### src/rtl/nonogram_pkg.sv
// Shared definitions for the nonogram solver output path: grid size defaults,
// frame marker, payload mode, serializer state and frame field encodings.
package nonogram_pkg;

  localparam int         DEF_MAX_DIM  = 11;
  localparam int         DEF_DIM_W    = 4;
  localparam logic [7:0] DEF_SOF_BYTE = 8'hA5;

  typedef enum logic {
    MODE_CELL   = 1'b0,
    MODE_PACKED = 1'b1
  } mode_e;

  typedef enum logic [1:0] {
    ST_IDLE,
    ST_EMIT,
    ST_WAIT,
    ST_DONE
  } state_e;

  typedef enum logic [2:0] {
    F_SOF,
    F_M,
    F_N,
    F_MODE,
    F_PAY,
    F_CSUM
  } field_e;

  function automatic int unsigned packed_bytes_per_row(input int unsigned n);
    return (n + 7) / 8;
  endfunction

endpackage

### src/rtl/grid_byte_picker.sv
// Combinational payload byte selector: one cell per byte, or an LSB-first
// bitmap slice of a row with columns at or beyond n forced to zero.
module grid_byte_picker
  import nonogram_pkg::*;
#(
  parameter int MAX_DIM = DEF_MAX_DIM,
  parameter int DIM_W   = DEF_DIM_W
) (
  input  logic [MAX_DIM*MAX_DIM-1:0] grid,
  input  mode_e                      mode,
  input  logic [DIM_W-1:0]           row,
  input  logic [DIM_W-1:0]           col,
  input  logic [DIM_W-1:0]           n,
  output logic [7:0]                 pay_byte
);

  logic [MAX_DIM-1:0]   row_bits;
  logic [MAX_DIM-1:0]   col_mask;
  logic [MAX_DIM-1:0]   cell_sh;
  logic [MAX_DIM+7:0]   row_pad;
  logic [MAX_DIM+7:0]   pad_sh;

  always_comb begin
    row_bits = MAX_DIM'(grid >> (int'(row) * MAX_DIM));
    for (int c = 0; c < MAX_DIM; c++) begin
      col_mask[c] = (c < int'(n));
    end
    // Eight zero bits on top so the last partial byte of a row pads with 0.
    row_pad  = {8'b0, row_bits & col_mask};
    pad_sh   = row_pad >> {col, 3'b000};
    cell_sh  = row_bits >> col;
    if (mode == MODE_PACKED) begin
      pay_byte = pad_sh[7:0];
    end else begin
      pay_byte = {7'b0, cell_sh[0]};
    end
  end

endmodule

### src/rtl/grid_frame_serializer.sv
// Latches a solved grid and streams SOF / m / n / mode / payload / XOR checksum
// to the UART transmitter, one byte per tx_done handshake.
module grid_frame_serializer
  import nonogram_pkg::*;
#(
  parameter int         MAX_DIM  = DEF_MAX_DIM,
  parameter int         DIM_W    = DEF_DIM_W,
  parameter logic [7:0] SOF_BYTE = DEF_SOF_BYTE
) (
  input  logic                       clk,
  input  logic                       rst_n,
  input  logic                       valid_in,
  input  logic [MAX_DIM*MAX_DIM-1:0] solution,
  input  logic [DIM_W-1:0]           m,
  input  logic [DIM_W-1:0]           n,
  input  logic                       mode,
  input  logic                       tx_done,
  output logic                       send,
  output logic [7:0]                 byte_out,
  output logic                       busy,
  output logic                       done,
  output logic                       error
);

  localparam int               CELLS   = MAX_DIM * MAX_DIM;
  localparam logic [DIM_W-1:0] DIM_LIM = DIM_W'(MAX_DIM);
  localparam logic [DIM_W-1:0] ONE     = DIM_W'(1);

  logic [1:0]       rst_sync;
  logic             rst_sync_n;
  state_e           state;
  field_e           field, nxt_field;
  logic [CELLS-1:0] grid_q;
  logic [DIM_W-1:0] m_q, n_q, row, col, nxt_row, nxt_col, last_col;
  mode_e            mode_q;
  logic [7:0]       csum, pay_byte, nxt_byte;
  logic             more, req_ok;

  // Assert asynchronously, release two clocks after rst_n rises.
  always_ff @(posedge clk or negedge rst_n) begin
    if (!rst_n) rst_sync <= '0;
    else        rst_sync <= {rst_sync[0], 1'b1};
  end
  assign rst_sync_n = rst_sync[1];

  assign req_ok = (m != '0) && (n != '0) && (m <= DIM_LIM) && (n <= DIM_LIM);

  // Byte pointer advance: header fields, then row-major payload, then checksum.
  always_comb begin
    nxt_field = field;
    nxt_row   = row;
    nxt_col   = col;
    more      = 1'b1;
    last_col  = (mode_q == MODE_PACKED) ?
                DIM_W'(packed_bytes_per_row(32'(n_q)) - 1) : n_q - ONE;
    case (field)
      F_SOF:  nxt_field = F_M;
      F_M:    nxt_field = F_N;
      F_N:    nxt_field = F_MODE;
      F_MODE: begin
        nxt_field = F_PAY;
        nxt_row   = '0;
        nxt_col   = '0;
      end
      F_PAY: begin
        if (col != last_col) begin
          nxt_col = col + ONE;
        end else begin
          nxt_col = '0;
          if (row != m_q - ONE) nxt_row = row + ONE;
          else                  nxt_field = F_CSUM;
        end
      end
      default: more = 1'b0;
    endcase

    nxt_byte = csum;
    case (nxt_field)
      F_SOF:   nxt_byte = SOF_BYTE;
      F_M:     nxt_byte = 8'(m_q);
      F_N:     nxt_byte = 8'(n_q);
      F_MODE:  nxt_byte = 8'(mode_q);
      F_PAY:   nxt_byte = pay_byte;
      default: nxt_byte = csum;
    endcase
  end

  grid_byte_picker #(
    .MAX_DIM (MAX_DIM),
    .DIM_W   (DIM_W)
  ) u_picker (
    .grid     (grid_q),
    .mode     (mode_q),
    .row      (nxt_row),
    .col      (nxt_col),
    .n        (n_q),
    .pay_byte (pay_byte)
  );

  always_ff @(posedge clk or negedge rst_sync_n) begin
    if (!rst_sync_n) begin
      state    <= ST_IDLE;
      field    <= F_SOF;
      grid_q   <= '0;
      m_q      <= '0;
      n_q      <= '0;
      mode_q   <= MODE_CELL;
      row      <= '0;
      col      <= '0;
      csum     <= '0;
      send     <= 1'b0;
      byte_out <= '0;
      busy     <= 1'b0;
      done     <= 1'b0;
      error    <= 1'b0;
    end else begin
      send  <= 1'b0;
      done  <= 1'b0;
      error <= 1'b0;
      case (state)
        ST_IDLE: begin
          if (valid_in) begin
            if (!req_ok) begin
              error <= 1'b1;
            end else begin
              grid_q   <= solution;
              m_q      <= m;
              n_q      <= n;
              mode_q   <= mode_e'(mode);
              field    <= F_SOF;
              row      <= '0;
              col      <= '0;
              csum     <= '0;
              byte_out <= SOF_BYTE;
              send     <= 1'b1;
              busy     <= 1'b1;
              state    <= ST_EMIT;
            end
          end
        end
        ST_EMIT: begin
          csum  <= csum ^ byte_out;
          state <= ST_WAIT;
        end
        ST_WAIT: begin
          if (tx_done) begin
            if (more) begin
              field    <= nxt_field;
              row      <= nxt_row;
              col      <= nxt_col;
              byte_out <= nxt_byte;
              send     <= 1'b1;
              state    <= ST_EMIT;
            end else begin
              done  <= 1'b1;
              state <= ST_DONE;
            end
          end
        end
        default: begin
          busy  <= 1'b0;
          state <= ST_IDLE;
        end
      endcase
    end
  end

endmodule

### config.mk
export PLATFORM = sky130hd
export DESIGN_NAME = grid_frame_serializer
export DESIGN_NICKNAME = d
export VERILOG_FILES = /design/src/rtl/nonogram_pkg.sv /design/src/rtl/grid_byte_picker.sv /design/src/rtl/grid_frame_serializer.sv
export SDC_FILE = /design/constraint.sdc
export NUM_CORES = 1
export LEC_CHECK = 0
export BUFFER_PORTS_ARGS = -buffer_cell sky130_fd_sc_hd__clkbuf_2
export CORE_MARGIN = 3
export CORE_UTILIZATION = 59
export CTS_BUF_LIST = sky130_fd_sc_hd__clkbuf_8
export DETAILED_ROUTE_END_ITERATION = 6
export GPL_ROUTABILITY_DRIVEN = 0
export GPL_TIMING_DRIVEN = 0
export PLACE_DENSITY = 0.9
export SYNTH_ARGS = -nofsm -noshare
export SYNTH_HDL_FRONTEND = slang
export SYNTH_SLANG_ARGS = --single-unit
### constraint.sdc
create_clock -name clk -period 6.3 [get_ports clk]
set_clock_uncertainty 0.2 [all_clocks]
set_input_delay 0.63 -clock clk [delete_from_list [all_inputs] [get_ports clk]]
set_output_delay 0.63 -clock clk [all_outputs]
set_load 0.01 [all_outputs]
Word level (Yosys, flattened, before mapping) --
Index checks and enable logic that the tools add are counted.
Storage, ports and cells: input bits 134, bits in registers 165, output and inout bits 12
Operators by class: equality and inequality tests 16, bitwise operators 3, $lt $le $gt $ge 13, shift operators 3, reductions and logical operators 17, muxes and demuxes 52, add/sub/neg operators 6, $mul 1
Operator list (number):
- $shr A121 B32 Y11 | 1
- $mux W8 | 7
- $mux W4 | 10
- $pmux W8 S5 | 1
- $pmux W4 S2 | 4
- $pmux W8 S2 | 2
- $mux W3 | 6
- $lt A3 B4 Y1 const A | 4
- $pmux W3 S5 | 1
- $mux W1 | 13
- $eq A3 B2 Y1 const B | 4
- $lt A4 B4 Y1 const A | 3
- $reduce_and A3 Y1 | 4
- $and A11 B11 Y11 | 1
- $shr A11 B4 Y1 | 1
- $shr A11 B7 Y8 | 1
- $add A4 B1 Y4 const B | 2
- $le A4 B4 Y1 const B | 2
- $lt A1 B4 Y1 const A | 2
- $lt A2 B4 Y1 const A | 2
- $mul A4 B4 Y8 const B | 1
- $mux W2 | 4
- $ne A2 B2 Y1 const B | 4
- $ne A4 B4 Y1 | 2
- other kinds (20) | 29

Depth between registers and ports, before layout --
word-level depth 15, depth in mapped cells 20, mapped depth without buffers 16

Modules after synthesis --
Synthesis repeated with hierarchy kept, for this count alone.
Unflattened totals: cell total of the unflattened synthesis 709, area total of the unflattened synthesis 8535.7 um^2
Modules (own cells, without submodules):
- grid_frame_serializer | cells an instance 553, instances 1, sequential area each 4129.0 um^2, area an instance 7166.9 um^2
- grid_byte_picker | cells an instance 156, instances 1, sequential area each 0.0 um^2, area an instance 1368.8 um^2

Least setup slack after synthesis --
OpenSTA, ideal clock, no wires.
path kind flip-flop to flip-flop, start point register n_q[0], end point register byte_out[0], buffers on the path 1, setup time 0.128 ns, slack 1.984 ns, arrival 3.988 ns, clock period less this slack 4.316 ns, stages on the path, launching flop included 16, cells stage by stage dfrtp_1 o31a_1 or2_2 ha_1 nand2b_1 and3_1 o31ai_2 nor2_1 a22o_2 buf_6 a211oi_1 a2111oi_0 or3_1 a32o_1 nor4bb_1 o22ai_1
On the way: cells in the longest elaborated chain, start to end 15
Ends and longest elaborated chain:
- from (decl) | RTL line grid_frame_serializer.sv:34 | logic [DIM_W-1:0] m_q, n_q, row, col, nxt_row, nxt_col, last_col;
- from (signal assigned) | RTL line grid_frame_serializer.sv:128 | n_q <= n;
- $add A4 B3 Y5 | RTL line nonogram_pkg.sv:31 | return (n + 7) / 8;
- $sub A2 B1 Y3 | RTL line grid_frame_serializer.sv:55 | DIM_W'(packed_bytes_per_row(32'(n_q)) - 1) : n_q - ONE;
- $mux W4 | RTL line grid_frame_serializer.sv:54 | last_col = (mode_q == MODE_PACKED) ?
- $ne A4 B4 Y1 | RTL line grid_frame_serializer.sv:66 | if (col != last_col) begin
- $mux W4 | RTL line grid_frame_serializer.sv:66
- $pmux W4 S2 | RTL line grid_frame_serializer.sv:56 | case (field)
- $mul A4 B4 Y8 | RTL line grid_byte_picker.sv:24 | row_bits = MAX_DIM'(grid >> (int'(row) * MAX_DIM));
- $shr A121 B32 Y11 | RTL line grid_byte_picker.sv:24
- $and A11 B11 Y11 | RTL line grid_byte_picker.sv:29 | row_pad = {8'b0, row_bits & col_mask};
- $shr A11 B7 Y8 | RTL line grid_byte_picker.sv:30 | pad_sh = row_pad >> {col, 3'b000};
- $mux W8 | RTL line grid_byte_picker.sv:32 | if (mode == MODE_PACKED) begin
- $pmux W8 S5 (*) | RTL line grid_frame_serializer.sv:78 | case (nxt_field)
- $mux W8 (*) | RTL line grid_frame_serializer.sv:147 | if (more) begin
- $mux W8 (*) | RTL line grid_frame_serializer.sv:146 | if (tx_done) begin
- $pmux W8 S2 (*) | RTL line grid_frame_serializer.sv:120 | case (state)
- to (signal assigned) | RTL line grid_frame_serializer.sv:151 | byte_out <= nxt_byte;
- to (decl) | RTL line grid_frame_serializer.sv:19 | output logic [7:0] byte_out,
Every way passes the cells marked *; elsewhere a longest branch is shown, timed or not. The select of a mux whose other input is x is not followed. A chain may end at the register's enable or synchronous reset.

Worst setup path in the final report --
Ends and elaborated chain as after synthesis.

==> impl_metrics.env <==
export IMPL_yosysWarnings=0
export IMPL_hold_class="flop to async pin"
export IMPL_areaGrowthSynthToFinish_pct=15.5
export IMPL_synthArstFlopShare_pct=100
export IMPL_critPathLaunch="n_q[0]$_DFFE_PN0P_"
export IMPL_r2r_start="n_q[0]$_DFFE_PN0P_"
export IMPL_dieArea_um2=16600
export IMPL_grt_max_degree=75
export IMPL_synth_area_leaders="dfrtp_1 46%, mux2_2 18%, mux2i_1 5.1%"
export IMPL_core_area_um2=14600
export IMPL_antenna_left=0
export IMPL_clkLatencyLatePin_ns=0.47
export IMPL_critPathRequiredTime_ns=6.46
export IMPL_antenna_diode_count=0
export IMPL_reg2reg_slack_ns=0.99
export IMPL_routedWlPerCell_um=21.8
export IMPL_drc=0
export IMPL_rr_worst_depth=15
export IMPL_clockRootBuffer="clkbuf_8"
export IMPL_ys_types=77
export IMPL_initial_utilization_pct=60.7
export IMPL_ys_ff_latch=165
export IMPL_seq_area_frac_synth_pct=46.5
export IMPL_cts_sinks=165
export IMPL_synth_edf_count=0
export IMPL_r2r_end="byte_out[0]$_DFFE_PN0P_"
export IMPL_setup_tns_ns=0
export IMPL_synthFlopType="dfrtp_1"
export IMPL_grt_overflow=0
export IMPL_dieHeight_um=129
export IMPL_viasPerCell=6.55
export IMPL_critPathMaxFanout=10
export IMPL_cp_slowest_cell="a221oi_1"
export IMPL_vias=7489
export IMPL_syn_area_um2=8890
export IMPL_synth_largest_area_cell="dfrtp_1"
export IMPL_mappedNetlistNets=926
export IMPL_crit_family="compound AO/OA/AOI/OAI gates"
export IMPL_clkTransAtPathRegs_ns=0.09
export IMPL_muxShareOfSynthArea_pct=24.2
export IMPL_p_leak_uw=0.00462
export IMPL_hpwlAfterDp_um=18500
export IMPL_cts_tree="done"
export IMPL_crit_arrival_ns=5.46
export IMPL_synth_compound_area_share_pct=13.2
export IMPL_slew_viol_final=0
export IMPL_grt_pass1_vias=7386
export IMPL_rows=44
export IMPL_yosysMostFrequentCell="dfrtp_1"
export IMPL_path_class="flop to flop"
export IMPL_post_cts_setup_buffers=0
export IMPL_cts_buffers=17
export IMPL_crit_path_max_incr_delay_ns=0.65
export IMPL_cap_viol_max_count=0
export IMPL_synthSimpleGateAreaFrac_pct=9.68
export IMPL_synth_top_family_by_area="multiplexers"
export IMPL_critical_path_endpoint="byte_out[0]$_DFFE_PN0P_"
export IMPL_holdWs_ns=0.0216
export IMPL_htree_num_levels=4
export IMPL_die_w_um=129
export IMPL_cp_cell_sequence="o31a_1, or2_2, ha_1, nand2b_1, o21ai_0, o31a_1, a41oi_1, nor2_2, buf_4, buf_4, mux2i_1, a221oi_1, nand2_1, a32oi_1, o22ai_1"
export IMPL_layout_nets=1093
export IMPL_drtIter0Drc=728
export IMPL_slew_headroom_pct=33.9
export IMPL_rsz0062_at_grt="false"
export IMPL_final_area_um2=10300
export IMPL_io_buffers=145
export IMPL_wirelength_um=25000
export IMPL_num_fill_cells=1091
export IMPL_final_layout_size_suffix_gt1_share_pct=37.0
export IMPL_synthAdderAreaFrac_pct=1.55
export IMPL_status="finished, final reports clean"
export IMPL_tightest_slew_ns=0.966
export IMPL_drt_pass1_iter_count=6
export IMPL_synth_top_area_share_pct=46.5
export IMPL_fin_util_pct=70.1
export IMPL_grt_util_all_layers_pct=30.5
export IMPL_ios=146
export IMPL_setup_violations=0
export IMPL_cp_start_kind="flop"
export IMPL_hold_viol_final=0
export IMPL_grt_antenna_before_repair=1
export IMPL_avgSynthCellArea_um2=11.4
export IMPL_powerDensity_nw_per_um2=433
export IMPL_period_needed_ns=5.31
export IMPL_period_share_pct=84.2
export IMPL_cp_depth=15
export IMPL_synth_common_cells="165 x dfrtp_1, 145 x mux2_2, 45 x mux2i_1"
export IMPL_synthXorXnorAreaFrac_pct=1.32
export IMPL_fmax_mhz=188
export IMPL_grt_pass1_wl_um=38700
export IMPL_placedInstanceArea_um2=9900
export IMPL_worst_path_buf_inv=2
export IMPL_worstSetupEndpointType="flop"
export IMPL_ir_worst_vdd_v=0.000287
export IMPL_cts_buffer_depth=2
export IMPL_postSynthCellCount=781
## what timing repair did
action                                 4_1_cts  5_1_grt
endpoints found under the hold margin        2        0
hold buffers                                 1        0
gates resized for setup                      0        0
## power breakdown
| group | leakage [µW] | total [µW] | switching, µW | internal, µW |
|---|---|---|---|---|
| Combinational | 0.00245 | 1870 | 1000 | 868 |
| Sequential | 0.00199 | 1870 | 336 | 1530 |
| Clock | 0.000186 | 705 | 402 | 303 |
## metrics by stage
stage / std cells / power, µW / worst slack (ns)
6_report: 1144 / 4450 / 0.992
4_1_cts: 1144 / 4400 / 1.15
3_3_place_gp: 1110 / 3570 / -0.500
2_1_floorplan: 781 / 3140 / 1.16
3_5_place_dp: 1112 / 3690 / 1.16
5_1_grt: 1144 / 4680 / 0.667
## final cells by class
type                            instances  area (µm²)  share of cell area (%)
Multi-Input combinational cell        548        4450                    43.3
Timing Repair Buffer                  148         791                    7.70
Buffer                                 48         236                    2.30
Clock buffer                           20         275                    2.68
Tap cell                              184         230                    2.24
Clock inverter                         11        78.8                   0.768
Inverter                               20        75.1                   0.731
Sequential cell                       165        4130                    40.3
## state kept, by name, summed over array words and instances, names as in the netlist, 3 cells and up
register	flops
byte_out	8
col	4
csum	8
field	3
grid_q	121
m_q	4
n_q	4
row	4
## layout by cell type, fill, tap and decap left out, types with 7 or more instances in the layout
| master | count |
|---|---|
| a22o_1 | 10 |
| nor3_1 | 11 |
| clkbuf_8 | 20 |
| o211ai_1 | 9 |
| mux2_2 | 145 |
| nand2_1 | 43 |
| nand3_1 | 26 |
| inv_1 | 22 |
| a221oi_1 | 7 |
| a211oi_1 | 10 |
| dfrtp_1 | 164 |
| clkbuf_1 | 28 |
| a21oi_1 | 26 |
| and3_1 | 8 |
| ha_1 | 11 |
| and2_1 | 8 |
| o21ai_0 | 34 |
| mux2i_1 | 45 |
| nor2_1 | 38 |
| clkbuf_2 | 145 |
## cell families after synthesis
kind of cell    after synthesis
compound gates              165
xor+xnor                     11
fa+ha+maj                    11
buf+inv                      68
flops                       165
mux                         193
other cells                   1
simple gates                167
## per-layer routing
| metal | GRT usage (%) | share of wire (%) | wire length [µm] |
|---|---|---|---|
| met5 | 0 | 0 | 0 |
| met4 | 15.3 | 5.1 | 1280 |
| met3 | 9.17 | 9.5 | 2370 |
| met2 | 49.0 | 48 | 11900 |
| met1 | 37.6 | 38 | 9420 |
## worst min path at each step
stage | startpoint | end | slack [ns]
2_1_floorplan | rst_n | rst_sync[0]$_DFF_PN0_ | 0.13
3_3_place_gp | rst_sync[0]$_DFF_PN0_ | rst_sync[1]$_DFF_PN0_ | 0.14
3_5_place_dp | rst_sync[1]$_DFF_PN0_ | grid_q[36]$_DFFE_PN0P_ | 0.03
4_1_cts | rst_sync[1]$_DFF_PN0_ | grid_q[28]$_DFFE_PN0P_ | 0.03
5_1_grt | rst_sync[1]$_DFF_PN0_ | grid_q[25]$_DFFE_PN0P_ | 0.05
6_report | rst_sync[1]$_DFF_PN0_ | grid_q[40]$_DFFE_PN0P_ | 0.02
(Power assumes the default switching activity.)
